--- src/rtl/sv_uart_pkg.sv ---
// ---------------------------------------------------------------------------
// sv_uart_pkg
// Shared definitions for the UART core: character width, stop-bit count and
// the state type of the receive-side word packer.
// ---------------------------------------------------------------------------
package sv_uart_pkg;

    // Bits per UART character; the packer assembles words from these.
    localparam int WORD_WIDTH = 8;

    // Stop bits framed around each character by the UART engine.
    localparam int STOP_BITS  = 1;

    // Receive packer collect FSM: IDLE holds no partial word, COLLECT does.
    typedef enum logic {
        RX_IDLE,
        RX_COLLECT
    } rx_pack_state_t;

    // Number of characters that make up one DATA_WIDTH-bit word.
    function automatic int words_num(input int data_width);
        return data_width / WORD_WIDTH;
    endfunction

endpackage

--- src/rtl/sv_uart_rx_timer.sv ---
// ---------------------------------------------------------------------------
// sv_uart_rx_timer
// Inter-byte timeout for the receive packer. Counts idle cycles while a
// partial word is held and flags when the partial word must be dropped.
//
// Ports:
//   iclk, irst_n  clock, asynchronous active-low reset
//   byte_accept   a byte is accepted this cycle (restarts the count)
//   word_idle     no partial word held (count held at zero)
//   itimeout      timeout in iclk cycles, 0 disables
//   expire        combinational: discard the partial word at this edge
//   otimeout      registered one-cycle pulse, the cycle after expire
// ---------------------------------------------------------------------------
module sv_uart_rx_timer (
    input  logic        iclk,
    input  logic        irst_n,
    input  logic        byte_accept,
    input  logic        word_idle,
    input  logic [15:0] itimeout,
    output logic        expire,
    output logic        otimeout
);

    logic [15:0] tcnt_q, tcnt_d;
    logic        otimeout_q, otimeout_d;

    // NOTE: every signal written here gets a default first, so no path
    // leaves a value unassigned and no latch is inferred.
    always_comb begin
        tcnt_d     = tcnt_q;
        otimeout_d = 1'b0;

        // Compare in 17 bits so a saturated count can never alias to a match.
        // An accept in the same cycle always wins over the timeout.
        expire = (itimeout != 16'd0)
              && (({1'b0, tcnt_q} + 17'd1) == {1'b0, itimeout})
              && !byte_accept
              && !word_idle;

        if (byte_accept || word_idle || expire) begin
            tcnt_d = 16'd0;
        end else if (tcnt_q != 16'hFFFF) begin
            tcnt_d = tcnt_q + 16'd1;
        end

        otimeout_d = expire;
    end

    // NOTE: state registers use non-blocking assignments so every flop
    // samples the values from before the edge, independent of block order.
    always_ff @(posedge iclk or negedge irst_n) begin
        if (!irst_n) begin
            tcnt_q     <= 16'd0;
            otimeout_q <= 1'b0;
        end else begin
            tcnt_q     <= tcnt_d;
            otimeout_q <= otimeout_d;
        end
    end

    assign otimeout = otimeout_q;

endmodule

--- src/rtl/sv_uart_rx_packer.sv ---
// ---------------------------------------------------------------------------
// sv_uart_rx_packer
// Receive-side word assembler. Collects WORDS_NUM consecutive bytes from the
// UART byte receiver into one DATA_WIDTH-bit AXI-Stream word, first byte in
// the most significant position (mirrors the MSB-first transmit path).
// A partial word that sees no new byte for itimeout cycles is discarded so a
// lost byte cannot misalign framing forever; a complete word is never lost.
//
// Ports:
//   iclk, irst_n   clock, asynchronous active-low reset
//   s_axis_*       8-bit byte stream from the UART receiver
//   m_axis_*       DATA_WIDTH-bit word stream towards the user
//   itimeout       inter-byte timeout in iclk cycles, 0 disables
//   otimeout       one-cycle pulse when a partial word is discarded
// ---------------------------------------------------------------------------
module sv_uart_rx_packer
    import sv_uart_pkg::*;
#(
    parameter int DATA_WIDTH = 24
) (
    input  logic                  iclk,
    input  logic                  irst_n,
    input  logic [7:0]            s_axis_tdata,
    input  logic                  s_axis_tvalid,
    output logic                  s_axis_tready,
    output logic [DATA_WIDTH-1:0] m_axis_tdata,
    output logic                  m_axis_tvalid,
    input  logic                  m_axis_tready,
    input  logic [15:0]           itimeout,
    output logic                  otimeout
);

    localparam int WORDS_NUM = words_num(DATA_WIDTH);
    localparam int ACC_W     = DATA_WIDTH - WORD_WIDTH;
    localparam int CNT_W     = $clog2(WORDS_NUM);
    localparam logic [CNT_W-1:0] LAST_CNT = CNT_W'(WORDS_NUM - 1);

    generate
        if ((DATA_WIDTH % 8) != 0 || DATA_WIDTH < 16) begin : g_bad_width
            $error("sv_uart_rx_packer: DATA_WIDTH must be a multiple of 8 and at least 16");
        end
    endgenerate

    rx_pack_state_t        state_q, state_d;
    logic [CNT_W-1:0]      cnt_q, cnt_d;
    logic [ACC_W-1:0]      acc_q, acc_d;
    logic [DATA_WIDTH-1:0] obuf_q, obuf_d;
    logic                  ofull_q, ofull_d;

    logic                  last_byte;
    logic                  byte_accept;
    logic                  expire;
    logic [ACC_W-1:0]      acc_shift;

    assign last_byte = (cnt_q == LAST_CNT);

    // Only the final byte of a word can stall, and only while the previous
    // word is still held downstream. This is the sole combinational path
    // from m_axis_tready.
    assign s_axis_tready = !(last_byte && ofull_q && !m_axis_tready);
    assign byte_accept   = s_axis_tvalid && s_axis_tready;

    // With a single accumulated byte there is nothing to shift out.
    generate
        if (ACC_W == WORD_WIDTH) begin : g_acc_single
            assign acc_shift = s_axis_tdata;
        end else begin : g_acc_shift
            assign acc_shift = {acc_q[ACC_W-WORD_WIDTH-1:0], s_axis_tdata};
        end
    endgenerate

    sv_uart_rx_timer u_timer (
        .iclk        (iclk),
        .irst_n      (irst_n),
        .byte_accept (byte_accept),
        .word_idle   (state_q == RX_IDLE),
        .itimeout    (itimeout),
        .expire      (expire),
        .otimeout    (otimeout)
    );

    // Collect FSM plus output register next-state logic.
    always_comb begin
        state_d = state_q;
        cnt_d   = cnt_q;
        acc_d   = acc_q;
        obuf_d  = obuf_q;
        ofull_d = ofull_q;

        // Downstream handshake frees the output; a word completing in the
        // same cycle sets it again below.
        if (ofull_q && m_axis_tready) begin
            ofull_d = 1'b0;
        end

        case (state_q)
            RX_IDLE: begin
                // WORDS_NUM >= 2, so the first byte is never the final one.
                if (byte_accept) begin
                    acc_d   = acc_shift;
                    cnt_d   = cnt_q + CNT_W'(1);
                    state_d = RX_COLLECT;
                end
            end
            RX_COLLECT: begin
                if (byte_accept) begin
                    if (last_byte) begin
                        obuf_d  = {acc_q, s_axis_tdata};
                        ofull_d = 1'b1;
                        acc_d   = '0;
                        cnt_d   = '0;
                        state_d = RX_IDLE;
                    end else begin
                        acc_d   = acc_shift;
                        cnt_d   = cnt_q + CNT_W'(1);
                    end
                end else if (expire) begin
                    // Drop only the partial word; obuf/ofull are untouched.
                    acc_d   = '0;
                    cnt_d   = '0;
                    state_d = RX_IDLE;
                end
            end
            default: begin
                acc_d   = '0;
                cnt_d   = '0;
                state_d = RX_IDLE;
            end
        endcase
    end

    always_ff @(posedge iclk or negedge irst_n) begin
        if (!irst_n) begin
            state_q <= RX_IDLE;
            cnt_q   <= '0;
            acc_q   <= '0;
            obuf_q  <= '0;
            ofull_q <= 1'b0;
        end else begin
            state_q <= state_d;
            cnt_q   <= cnt_d;
            acc_q   <= acc_d;
            obuf_q  <= obuf_d;
            ofull_q <= ofull_d;
        end
    end

    assign m_axis_tdata  = obuf_q;
    assign m_axis_tvalid = ofull_q;

endmodule
--- config.mk ---
export PLATFORM = sky130hd
export DESIGN_NAME = sv_uart_rx_packer
export DESIGN_NICKNAME = d
export VERILOG_FILES = /design/src/rtl/sv_uart_pkg.sv /design/src/rtl/sv_uart_rx_timer.sv /design/src/rtl/sv_uart_rx_packer.sv
export SDC_FILE = /design/constraint.sdc
export NUM_CORES = 1
export LEC_CHECK = 0
export ABC_AREA = 1
export CELL_PAD_IN_SITES_DETAIL_PLACEMENT = 1
export CELL_PAD_IN_SITES_GLOBAL_PLACEMENT = 2
export CORE_ASPECT_RATIO = 0.6
export CORE_MARGIN = 5
export CORE_UTILIZATION = 34
export DETAILED_ROUTE_END_ITERATION = 8
export HOLD_SLACK_MARGIN = 0.15
export PLACE_DENSITY_LB_ADDON = 0.12
export SYNTH_ARGS = -nofsm -noshare
export SYNTH_HDL_FRONTEND = slang
export SYNTH_SLANG_ARGS = --single-unit
export TNS_END_PERCENT = 100
--- constraint.sdc ---
create_clock -name iclk -period 6 [get_ports iclk]
set_clock_uncertainty 0.1 [all_clocks]
set_input_delay 1.2 -clock iclk [delete_from_list [all_inputs] [get_ports iclk]]
set_output_delay 1.2 -clock iclk [all_outputs]
set_load 0.1 [all_outputs]
==> summary.md, run 1 <==
| Metric | Value |
|---|---|
| Status | `finished clean` |
| Number of max-capacitance violations reported | `0` |
| Final weighted congestion in routability-driven placement | `around 0.8` |
| Type of the worst setup path | `input port to output port` |
| Number of distinct standard cells referenced by the synthesized netlist | `33` |
| Share of the yosys chip area belonging to registers | `0.4446` |
| Cells after Synth | `roughly 420` |
| DRC Markers | `0` |
| Number of gates resized after cts | `0` |
| Number of clock buffers inserted by TritonCTS | `9` |
| Number of filler instances in the final layout | `1172` |
| Overall via count from detail_route | `about 3k` |
| Overall track demand over capacity in global routing | `0.1765` |
| Final #Nets | `about 500` |
| Post-synthesis area per instance | `8.253 sq um` |
| Type of element capturing the critical path | `output port` |
| Worst hold-check path type | `flip-flop to flip-flop` |
| Core area | `just under 10000 sq um` |
| Fraction of the cycle the final worst path needs | `0.7029` |
| TritonCTS Sinks | `61` |
| Total Die Area | `~12000 sq um` |
| Setup ws final | `~1.8 ns` |
| Total power divided by cell area | `466.3 nW/um^2` |
| Post CTS Setup Buffer Count | `0` |
| Wirelength per Cell | `between 15 and 20 um` |
| Clock root cell | `clkbuf_16` |
| Antenna violations before repair | `0` |
| Time the final worst path needs with I/O delays and setup | `around 4.2 ns` |
| Clk Latency, worst-skew pair | `0.32 ns` |
| Number of ports placed on the die boundary | `55` |
| Global-route wire length before repair | `between 15000 and 20000 um` |
| Port bufs | `54` |
| Final hold slack | `0.3993 ns` |
| Critical path peak fanout | `2` |
| Congestion Overflow GR | `0` |
| Final total negative setup slack | `0 ns` |
| Pin count of the biggest net entering global routing | `between 60 and 70` |
| CTS clock-pin slew for the worst setup and hold paths | `~0.050 ns` |
| Register area | `around 1500 sq um` |
| Max-slew headroom at the worst pin | `0.3398` |
| Die Height | `between 80 and 90 um` |
| Fin. Hold Viols | `0` |
| Total routed wirelength | `approximately 10000 um` |
| Mapped Nets | `about 450` |
| Area used by multi-input combinational logic | `1678 sq um` |
| Maximum clock frequency | `237.1 MHz` |
| Layout Area Growth over Synthesis | `27.55%` |
| Starting density of the core | `0.3488` |
| Number of setup violations in the final report | `0` |
| Clock tree from TritonCTS | `yes` |
| Cell Rows | `28` |
| Drt initial violations | `189` |
| Least-Margin Pin Slew | `roughly 1 ns` |
| Clk buf depth | `2` |
| Maximum level of the CTS H-tree | `3` |
| Pre-Repair DR Iteration Count | `4` |
| Cell area after synthesis | `between 3000 and 4000 sq um` |
| Die Wd | `139.7 um` |
| Final-report max-slew violation count | `0` |
| Detailed placer's ending HPWL | `~7900 um` |
| Peak ir drop on the vdd network | `0.0003506 V` |
| Leakage power summed over all cells | `roughly 2 nW` |
| Via-per-instance ratio | `between 4 and 5` |
| Post-route antenna net violation count | `0` |
| Via count of the first global-routing pass | `3172` |
| Arrival time reported for the critical path endpoint | `between 2 and 3 ns` |
| # hold bufs at CTS | `0` |
| Register bit count reported by yosys | `61` |
| Startpoint type of the worst setup path | `input port` |
| PnR Total Power | `between 2 and 2.5 mW` |
| Crit path required time | `4.70 ns` |
| RSZ-0062 raised after global routing | `no` |
| Synthesis warning total | `0` |
| ANT cells | `0` |
| Post-Place Worst Slack | `approximately 1.5 ns` |
| Fraction of final layout cells with drive strength greater than 1 | `0.1363` |
## power breakdown
part | leakage (nW) | total, mW | internal (mW) | switching, mW
combinational | 1.07 | 0.950 | 0.239 | 0.711
sequential | 0.787 | 0.581 | 0.516 | 0.0652
clock | 0.143 | 0.511 | 0.331 | 0.179
total | 2.00 | 2.04 | 1.09 | 0.956
## critical path, cell delays in order
cell and delay [ns]:
clkdlybuf4s50_1 0.46, nor2_1 0.05, nand2_1 0.07, clkdlybuf4s50_1 1.14
## layout make-up
class / count / area share
clock buffer: 12 / 0.05629
sequential: 61 / 0.3486
tap: 135 / 0.03857
multi-input combinational: 301 / 0.3831
clock inverter: 4 / 0.01086
timing repair buffer: 56 / 0.1257
inverter: 43 / 0.03686
## placed cells by master (no fill, tap or decap), types with 5 or more instances in the layout
cell type,n
nand4_1,9
nor2_1,60
clkbuf_16,9
nand3_2,10
nand2_1,97
clkdlybuf4s50_1,53
nand3_1,39
o211ai_1,16
dfrtp_1,61
nor2_2,6
o21ai_0,6
mux2_2,24
a21oi_1,5
inv_1,40
## flip-flops by register name (all words and copies together) (netlist names)
name / cells
state_q: 1
m_axis_tvalid: 1
u_timer.otimeout: 1
acc_q: 16
cnt_q: 2
m_axis_tdata: 24
u_timer.tcnt_q: 16
## stage by stage
| step | utilization | std cells | area (sq um) |
|---|---|---|---|
| floorplan | - | 416 | 3433 |
| global placement | 0.4150 | 596 | 4085 |
| detailed placement | 0.4150 | 596 | 4085 |
| CTS | 0.4448 | 612 | 4379 |
| global route | 0.4448 | 612 | 4379 |
| finish | 0.4448 | 612 | 4379 |
## kinds of logic (layout without fill, tap and decap cells)
logic type	Yosys count	after routing	synth area share
buffers and inverters	54	115	0.06669
AOI/OAI and AO/OA	31	31	0.05831
adders and majority gates	4	4	0.01458
DFF	61	61	0.4446
and+or+nand+nor	234	234	0.3123
xor gates and xnor gates	7	7	0.02187
muxes	25	25	0.08163
## synth_stat cells
cell      instances  area [sq um]
nand3b_1          4         30.03
buf_2             3         15.01
clkbuf_1          3         11.26
nand2_1          97         364.1
xnor3_1           1         22.52
nor2_4            2         22.52
xor2_1            4         35.03
o21bai_1          1         7.510
nand4_1           9         56.30
xnor2_1           2         17.52
dfrtp_1          61          1526
buf_4             1         7.510
nand3_1          39         195.2
mux2_2           24         270.3
clkinv_1          1         3.750
and2_1            1         6.260
a21o_1            1         7.510
nor2_2            6         37.54
nand3_2          10         100.1
o21ai_0           6         30.03
a21oi_1           5         25.02
inv_1            40         150.1
buf_1             2         7.510
buf_6             1         11.26
ha_1              4         50.05
buf_8             1         15.01
nor3_1            2         10.01
mux2i_1           1         10.01
o211ai_1         16         120.1
nand2_2           4         25.02
nor2_1           60         225.2
inv_2             2         7.510
o21ai_1           2         10.01
## layer usage
metal,GRT usage,routed length (um),vias to the layer above
met5,0,0,-
met3,0.05728,614,8
met2,0.2320,3916,54
met1,0.2727,5595,1468
met4,0.04749,79,0
li1,-,-,1483
## worst paths after layout
| check | start | end | slack [ns] | cells after the start |
|---|---|---|---|---|
| min in group asynchronous | irst_n | u_timer.otimeout | 0.93 | 2 |
| setup / recovery | m_axis_tready | s_axis_tready | 1.78 | 4 |
| setup reg to reg | u_timer.tcnt_q[0] | state_q | 2.41 | 12 |
| hold / removal | acc_q[8] | acc_q[8] | 0.40 | 2 |
| hold reg to reg | acc_q[8] | acc_q[8] | 0.40 | 2 |
| max in group asynchronous | irst_n | m_axis_tdata[18] | 4.32 | 2 |
(Power assumes the default switching activity.)
==> run 2, diff against run 1 <==
--- a/config.mk
+++ b/config.mk
@@ -10,7 +10,7 @@
 export CELL_PAD_IN_SITES_GLOBAL_PLACEMENT = 2
 export CORE_ASPECT_RATIO = 0.6
 export CORE_MARGIN = 5
-export CORE_UTILIZATION = 34
+export CORE_UTILIZATION = 32
 export DETAILED_ROUTE_END_ITERATION = 8
 export HOLD_SLACK_MARGIN = 0.15
 export PLACE_DENSITY_LB_ADDON = 0.12
==> constraint.sdc (replaced) <==
create_clock -name iclk -period 4.4 [get_ports iclk]
set_clock_uncertainty 0.1 [all_clocks]
set_input_delay 0.88 -clock iclk [delete_from_list [all_inputs] [get_ports iclk]]
set_output_delay 0.88 -clock iclk [all_outputs]
set_load 0.1 [all_outputs]
==> run 2 against run 1 <==
Combinational power grew 37%. Cell count grew 0.98%. Critical endpoint is now state_q. Highest routed layer unchanged. Via count shrank 0.63%. Count of clock-buffer cells in the layout fell by 2. Final area is 1.1% higher. Global-route usage decreased by 0.56 points. Sequential power grew 37%. Critical path type is now flip-flop to flip-flop. Sequential share of layout area down 0.38 points. Die area grew 5.7%.
==> summary.md, run 2 (same netlist as run 1, synthesis figures left out) <==
| Metric | Value |
|---|---|
| CTS clock-pin slew for the worst setup and hold paths | `0.06 ns (about the same)` |
| Via-per-instance ratio | `4.845 (-1.6%)` |
| Non-filler cells, final | `618 (+0.98%)` |
| Clock tree from TritonCTS | `yes` |
| Final weighted congestion in routability-driven placement | `0.8332 (+5.1%)` |
| Type of the worst setup path | `flip-flop to flip-flop` |
| Final #Nets | `506 (+0.40%)` |
| Number of ports placed on the die boundary | `55 (unchanged)` |
| Time the final worst path needs with I/O delays and setup | `between 3 and 4 ns` |
| Clk Latency, worst-skew pair | `0.32 ns (about the same)` |
| Most frequent cells in the layout | `nand2_1, dfrtp_1, nor2_1` |
| Total power divided by cell area | `645.5 nW/um^2 (+38%)` |
| Wirelength per Cell | `17.12 um (+2.6%)` |
| Most common cell after layout, fill and taps aside | `nand2_1` |
| Arrival time reported for the critical path endpoint | `3.13 ns (+0.21 ns)` |
| Max-slew headroom at the worst pin | `0.3285 (-0.01124)` |
| Cell Rows | `29 (+3.6%)` |
| Overall track demand over capacity in global routing | `0.1709 (-0.005601)` |
| # hold bufs at CTS | `0 (unchanged)` |
| Final total negative setup slack | `0 ns (unchanged)` |
| Die Height | `90.24 um (+2.7%)` |
| Global-route wire length before repair | `17340 um (+2.7%)` |
| Leakage power summed over all cells | `2.024 nW (+1.2%)` |
| Antenna violations before repair | `0 (unchanged)` |
| Type of element capturing the critical path | `flip-flop` |
| Worst hold-check path type | `flip-flop to flip-flop` |
| ANT cells | `0 (unchanged)` |
| Detailed placer's ending HPWL | `8043 um (+2.0%)` |
| Final-report max-slew violation count | `0 (unchanged)` |
| Total routed wirelength | `10580 um (+3.7%)` |
| TritonCTS Sinks | `61 (unchanged)` |
| Layout Area Growth over Synthesis | `28.97%` |
| Post CTS Setup Buffer Count | `0 (unchanged)` |
| Fraction of the cycle the final worst path needs | `0.6921` |
| Drt initial violations | `104 (-45%)` |
| Post-route antenna net violation count | `0 (unchanged)` |
| Overall via count from detail_route | `2994 (-0.63%)` |
| Pre-Repair DR Iteration Count | `4 (unchanged)` |
| Via count of the first global-routing pass | `3092 (-2.5%)` |
| Congestion Overflow GR | `0 (unchanged)` |
| Fraction of final layout cells with drive strength greater than 1 | `0.1461 (+0.009869)` |
| Number of setup violations in the final report | `0 (unchanged)` |
| Pin count of the biggest net entering global routing | `33 (-47%)` |
| Clock root cell | `clkbuf_16` |
| Least-Margin Pin Slew | `1.004 ns (+0.01681 ns)` |
| Flip-flop count of the largest register after layout | `24 (unchanged)` |
| Maximum clock frequency | `~330 MHz` |
| Startpoint type of the worst setup path | `flip-flop` |
| Peak ir drop on the vdd network | `0.0004674 V (+33%)` |
| Number of clock buffers inserted by TritonCTS | `9 (unchanged)` |
| Die Wd | `143.7 um (+2.9%)` |
| Starting density of the core | `0.3263 (-0.02248)` |
| Fin. Hold Viols | `0 (unchanged)` |
| Register-to-register path setup slack | `1.35 ns (-1.06 ns)` |
| Clk buf depth | `2 (unchanged)` |
| Number of gates resized after cts | `0 (unchanged)` |
| Port bufs | `54 (unchanged)` |
| Total Die Area | `12970 sq um (+5.7%)` |
| Core area | `10520 sq um (+6.9%)` |
| DRC Markers | `0 (unchanged)` |
| Crit path required time | `4.48 ns (-0.22 ns)` |
| Critical path peak fanout | `20 (+18)` |
| Status | `finished clean` |
| Number of max-capacitance violations reported | `0 (unchanged)` |
| Maximum level of the CTS H-tree | `3 (unchanged)` |
| RSZ-0062 raised after global routing | `no` |
| Cell count after placement | `602 (+1.0%)` |
-- run 2: cell types whose count changed in the layout (fill, tap and decap cells not counted) --
cell             delta
buf_4               +3
clkdlybuf4s50_1     -1
clkbuf_1            -2
clkinv_4            +1
bufinv_16           +1
-- run 2: critical path, stage by stage (launching register included) --
cell and delay, ns:
dfrtp_1 0.50, ha_1 0.26, nand3_1 0.12, nor2_1 0.39, nor2_1 0.12, nor2_1 0.16
nand2_1 0.07, nand2_1 0.15, nand3_1 0.10, nor2_1 0.13, nand2_1 0.06, buf_4 0.22
nand2_2 0.37, o21ai_0 0.15
-- run 2: stage by stage --
stage          utilization  instance area [sq um]  hold WS [ns]  total power [mW]  setup slack (ns)
2_1_floorplan            -                   3433        0.3648             1.772             1.154
3_3_place_gp        0.3899                   4103        0.3840             2.094             1.089
3_5_place_dp        0.3899                   4103        0.3928             2.113             1.061
4_1_cts             0.4208                   4428        0.4050             2.895             1.356
5_1_grt             0.4208                   4428        0.4219             2.981             1.130
6_report            0.4208                   4428        0.3969             2.858             1.355
-- run 2: per-layer routing --
metal,routed length [um],vias to the layer above,global-route usage
li1,-,1477,-
met1,6031,1462,0.2860
met2,4035,49,0.2177
met3,447,6,0.03606
met4,65,0,0.03527
met5,0,-,0
-- run 2: final timing paths --
| path | start | end | depth (start not counted) |
|---|---|---|---|
| setup reg to reg | u_timer.tcnt_q[0] | state_q | 13 |
| hold / removal | acc_q[13] | acc_q[13] | 2 |
| min in group asynchronous | irst_n | u_timer.tcnt_q[14] | 1 |
| max in group asynchronous | irst_n | m_axis_tdata[18] | 2 |
| setup / recovery | u_timer.tcnt_q[0] | state_q | 13 |
| hold reg to reg | acc_q[13] | acc_q[13] | 2 |
-- run 2: cell type report --
class | count | area, sq um
clock inverter | 6 | 86.33
inverter | 43 | 161.4
sequential | 61 | 1526
fill | 1252 | 6095
timing repair buffer | 58 | 563.0
multi-input combinational | 301 | 1678
clock buffer | 10 | 239.0
tap | 139 | 173.9
-- run 2: report_power, final --
part / internal (mW) / total, mW / leakage [nW] / switching, mW
logic: 0.326 / 1.30 / 1.08 / 0.975
clock network: 0.510 / 0.763 / 0.158 / 0.254
registers: 0.704 / 0.794 / 0.787 / 0.0899
==> run 3, diff against run 2 <==
--- a/config.mk
+++ b/config.mk
@@ -10,7 +10,7 @@
 export CELL_PAD_IN_SITES_GLOBAL_PLACEMENT = 2
 export CORE_ASPECT_RATIO = 0.6
 export CORE_MARGIN = 5
-export CORE_UTILIZATION = 32
+export CORE_UTILIZATION = 29
 export DETAILED_ROUTE_END_ITERATION = 8
 export HOLD_SLACK_MARGIN = 0.15
 export PLACE_DENSITY_LB_ADDON = 0.12
==> constraint.sdc (replaced) <==
create_clock -name iclk -period 2.61 [get_ports iclk]
set_clock_uncertainty 0.1 [all_clocks]
set_input_delay 0.522 -clock iclk [delete_from_list [all_inputs] [get_ports iclk]]
set_output_delay 0.522 -clock iclk [all_outputs]
set_load 0.1 [all_outputs]
==> run 3 against run 2 <==
Sequential share of layout area decreased by 0.92 points. Combinational power increased by 68%. Largest cell class unchanged. Maximum frequency increased by 29%. Count of clock-buffer cells in the layout increased by 1. Via count increased by 3.9%. Core utilization decreased by 2.2 points.
==> summary.md, run 3 (same netlist as run 1, synthesis figures left out) <==
| Metric | Value |
|---|---|
| Via count of the first global-routing pass | `3213 (+3.9%)` |
| Clk buf depth | `2 (unchanged)` |
| Peak ir drop on the vdd network | `0.0006057 V (+30%)` |
| Layout Area Growth over Synthesis | `32.84%` |
| Critical path's most frequent cell | `nand2_1` |
| Time the final worst path needs with I/O delays and setup | `2.364 ns (-0.6810 ns)` |
| Number of max-capacitance violations reported | `0 (unchanged)` |
| TritonCTS Sinks | `61 (unchanged)` |
| Cell Rows | `30 (+3.4%)` |
| Most common cell after layout, fill and taps aside | `nand2_1` |
| Number of filler instances in the final layout | `1360 (+8.6%)` |
| Global-route wire length before repair | `17970 um (+3.6%)` |
| Least-Margin Pin Slew | `0.6902 ns (-0.3139 ns)` |
| Final weighted congestion in routability-driven placement | `0.8234 (-1.2%)` |
| Flip-flop count of the largest register after layout | `24 (unchanged)` |
| Final #Nets | `519 (+2.6%)` |
| Maximum level of the CTS H-tree | `3 (unchanged)` |
| Routing layer with the top usage in global route | `met1` |
| Startpoint type of the worst setup path | `flip-flop` |
| Met1 track demand over resource in global routing | `0.2712 (-0.01478)` |
| Drt initial violations | `183 (+76%)` |
| Crit path required time | `2.72 ns (-1.76 ns)` |
| Clock root cell | `clkbuf_16` |
| Max-slew headroom at the worst pin | `0.5399 (+0.2113)` |
| Congestion Overflow GR | `0 (unchanged)` |
| Cell area after layout | `4561 sq um (+3.0%)` |
| Wirelength per Cell | `17.18 um (+0.37%)` |
| Via-per-instance ratio | `4.779 (-1.4%)` |
| Status | `finished clean` |
| Largest delay share family, worst path | `simple AND/OR/NAND/NOR gates` |
| Maximum clock frequency | `423.0 MHz (+29%)` |
| Clock tree from TritonCTS | `yes` |
| Port bufs | `54 (unchanged)` |
| Final-report max-slew violation count | `0 (unchanged)` |
| Cell count after placement | `634 (+5.3%)` |
| Type of the worst setup path | `flip-flop to flip-flop` |
| Number of setup violations in the final report | `0 (unchanged)` |
| Most frequent cells in the layout | `nand2_1, dfrtp_1, nor2_1` |
| Antenna violations before repair | `0 (unchanged)` |
| Fraction of final layout cells with drive strength greater than 1 | `0.2322 (+0.08604)` |
| Slowest cell delay on critical path | `0.40 ns (-0.10 ns)` |
| PnR Total Power | `4.716 mW (+65%)` |
| Type of element capturing the critical path | `flip-flop` |
| Arrival time reported for the critical path endpoint | `2.47 ns (-0.66 ns)` |
| Worst hold-check path type | `input port to asynchronous set/reset pin` |
| DRC Markers | `0 (unchanged)` |
| Critical Path Slowest Stage Cell | `dfrtp_1` |
| Met3 Track Usage GR | `0.04195 (+0.005893)` |
| Non-filler cells, final | `651 (+5.3%)` |
| Number of clock buffers inserted by TritonCTS | `9 (unchanged)` |
| Fin. Hold Viols | `0 (unchanged)` |
| CTS clock-pin slew for the worst setup and hold paths | `0.05 ns (about the same)` |
| Die Wd | `150.5 um (+4.7%)` |
| WP buf/inv | `1 (unchanged)` |
| Final total negative setup slack | `0 ns (unchanged)` |
| Core area | `11450 sq um (+8.8%)` |
| Starting density of the core | `0.2999 (-0.02639)` |
| Number of ports placed on the die boundary | `55 (unchanged)` |
| Leakage power summed over all cells | `2.152 nW (+6.3%)` |
| Setup ws final | `0.2459 ns (-1.109 ns)` |
| Pre-Repair DR Iteration Count | `4 (unchanged)` |
| Overall via count from detail_route | `3111 (+3.9%)` |
| Standard cell area after detailed placement | `4215 sq um (+2.7%)` |
| Chain of cells forming the critical path | `ha_1 -> nand2_1 -> nor2_4 -> nand2_2 -> nor2_4 -> xnor3_1 -> nand2_1 -> nor2_1 -> nand2_1 -> buf_12 -> nand2_1 -> nand2_1 -> nand2_1` |
| Fraction of met2 tracks used by global routing | `0.2143 (-0.003417)` |
| Total Die Area | `14190 sq um (+9.4%)` |
| Post-route antenna net violation count | `0 (unchanged)` |
| Total power divided by cell area | `1034 nW/um^2 (+60%)` |
| Clk Latency, worst-skew pair | `0.32 ns (about the same)` |
| Fraction of the cycle the final worst path needs | `0.9058 (+0.2137)` |
| Total routed wirelength | `11190 um (+5.7%)` |
| ANT cells | `0 (unchanged)` |
| Die Height | `94.28 um (+4.5%)` |
| Post-Place Worst Slack | `0.05746 ns (-1.003 ns)` |
| Overall track demand over capacity in global routing | `0.1670 (-0.003925)` |
| Critical path peak fanout | `19 (-5.0%)` |
| Pin count of the biggest net entering global routing | `28 (-15%)` |
| Detailed placer's ending HPWL | `8719 um (+8.4%)` |
| # hold bufs at CTS | `0 (unchanged)` |
==> run 3: path summary, 6_finish.rpt <==
| kind | startpoint | to | slack [ns] | cells past startpoint |
|---|---|---|---|---|
| worst max-delay path | u_timer.tcnt_q[0] | cnt_q[0] | 0.25 | 13 |
| worst min-delay path | irst_n | u_timer.otimeout | 0.14 | 1 |
| worst max register to register | u_timer.tcnt_q[0] | cnt_q[0] | 0.25 | 13 |
| worst min register to register | m_axis_tdata[10] | m_axis_tdata[10] | 0.40 | 1 |
| max in group asynchronous | irst_n | u_timer.tcnt_q[11] | 1.64 | 2 |
| min in group iclk | m_axis_tdata[10] | m_axis_tdata[10] | 0.40 | 1 |
==> run 3: layout make-up <==
class,instances,area [sq um],share of cell area
sequential,61,1530,0.3355
inverter,43,161.4,0.03539
clock inverter,4,47.55,0.01043
multi-input combinational,301,1710,0.3750
timing repair buffer,71,658.1,0.1443
tap,160,200.2,0.04390
clock buffer,11,252.7,0.05542
==> run 3: what timing repair did <==
item	CTS	global route
setup buffers	0	2
gates resized for setup	0	7
endpoints found under the setup margin	0	35
==> run 3: per-layer routing <==
| metal | wire length [um] | vias to the layer above |
|---|---|---|
| li1 | - | 1513 |
| met1 | 6295 | 1530 |
| met2 | 4271 | 59 |
| met3 | 535 | 9 |
| met4 | 82 | 0 |
| met5 | 0 | - |
==> run 3: power breakdown <==
group	switching, mW	leakage, nW	internal (mW)	total (mW)
clock network	0.415	0.147	0.782	1.20
registers	0.150	0.785	1.19	1.34
logic	1.66	1.22	0.520	2.18
==> run 3: metrics by stage <==
step,hold WS (ns),util
after detailed placement,0.3952,0.3682
after floorplan,0.1264,-
after global placement,0.3799,0.3682
final,0.1449,0.3984
after global routing,0.2031,0.3984
after CTS,0.1592,0.3944
==> run 3: worst register-to-register path, delay by kind of cell, from the launching register on <==
family | cells | cell delay (ns)
xor gates and xnor gates | 1 | 0.27
adders and majority gates | 1 | 0.22
buffers and inverters | 1 | 0.19
DFF | 1 | 0.40
and+or+nand+nor | 10 | 1.07
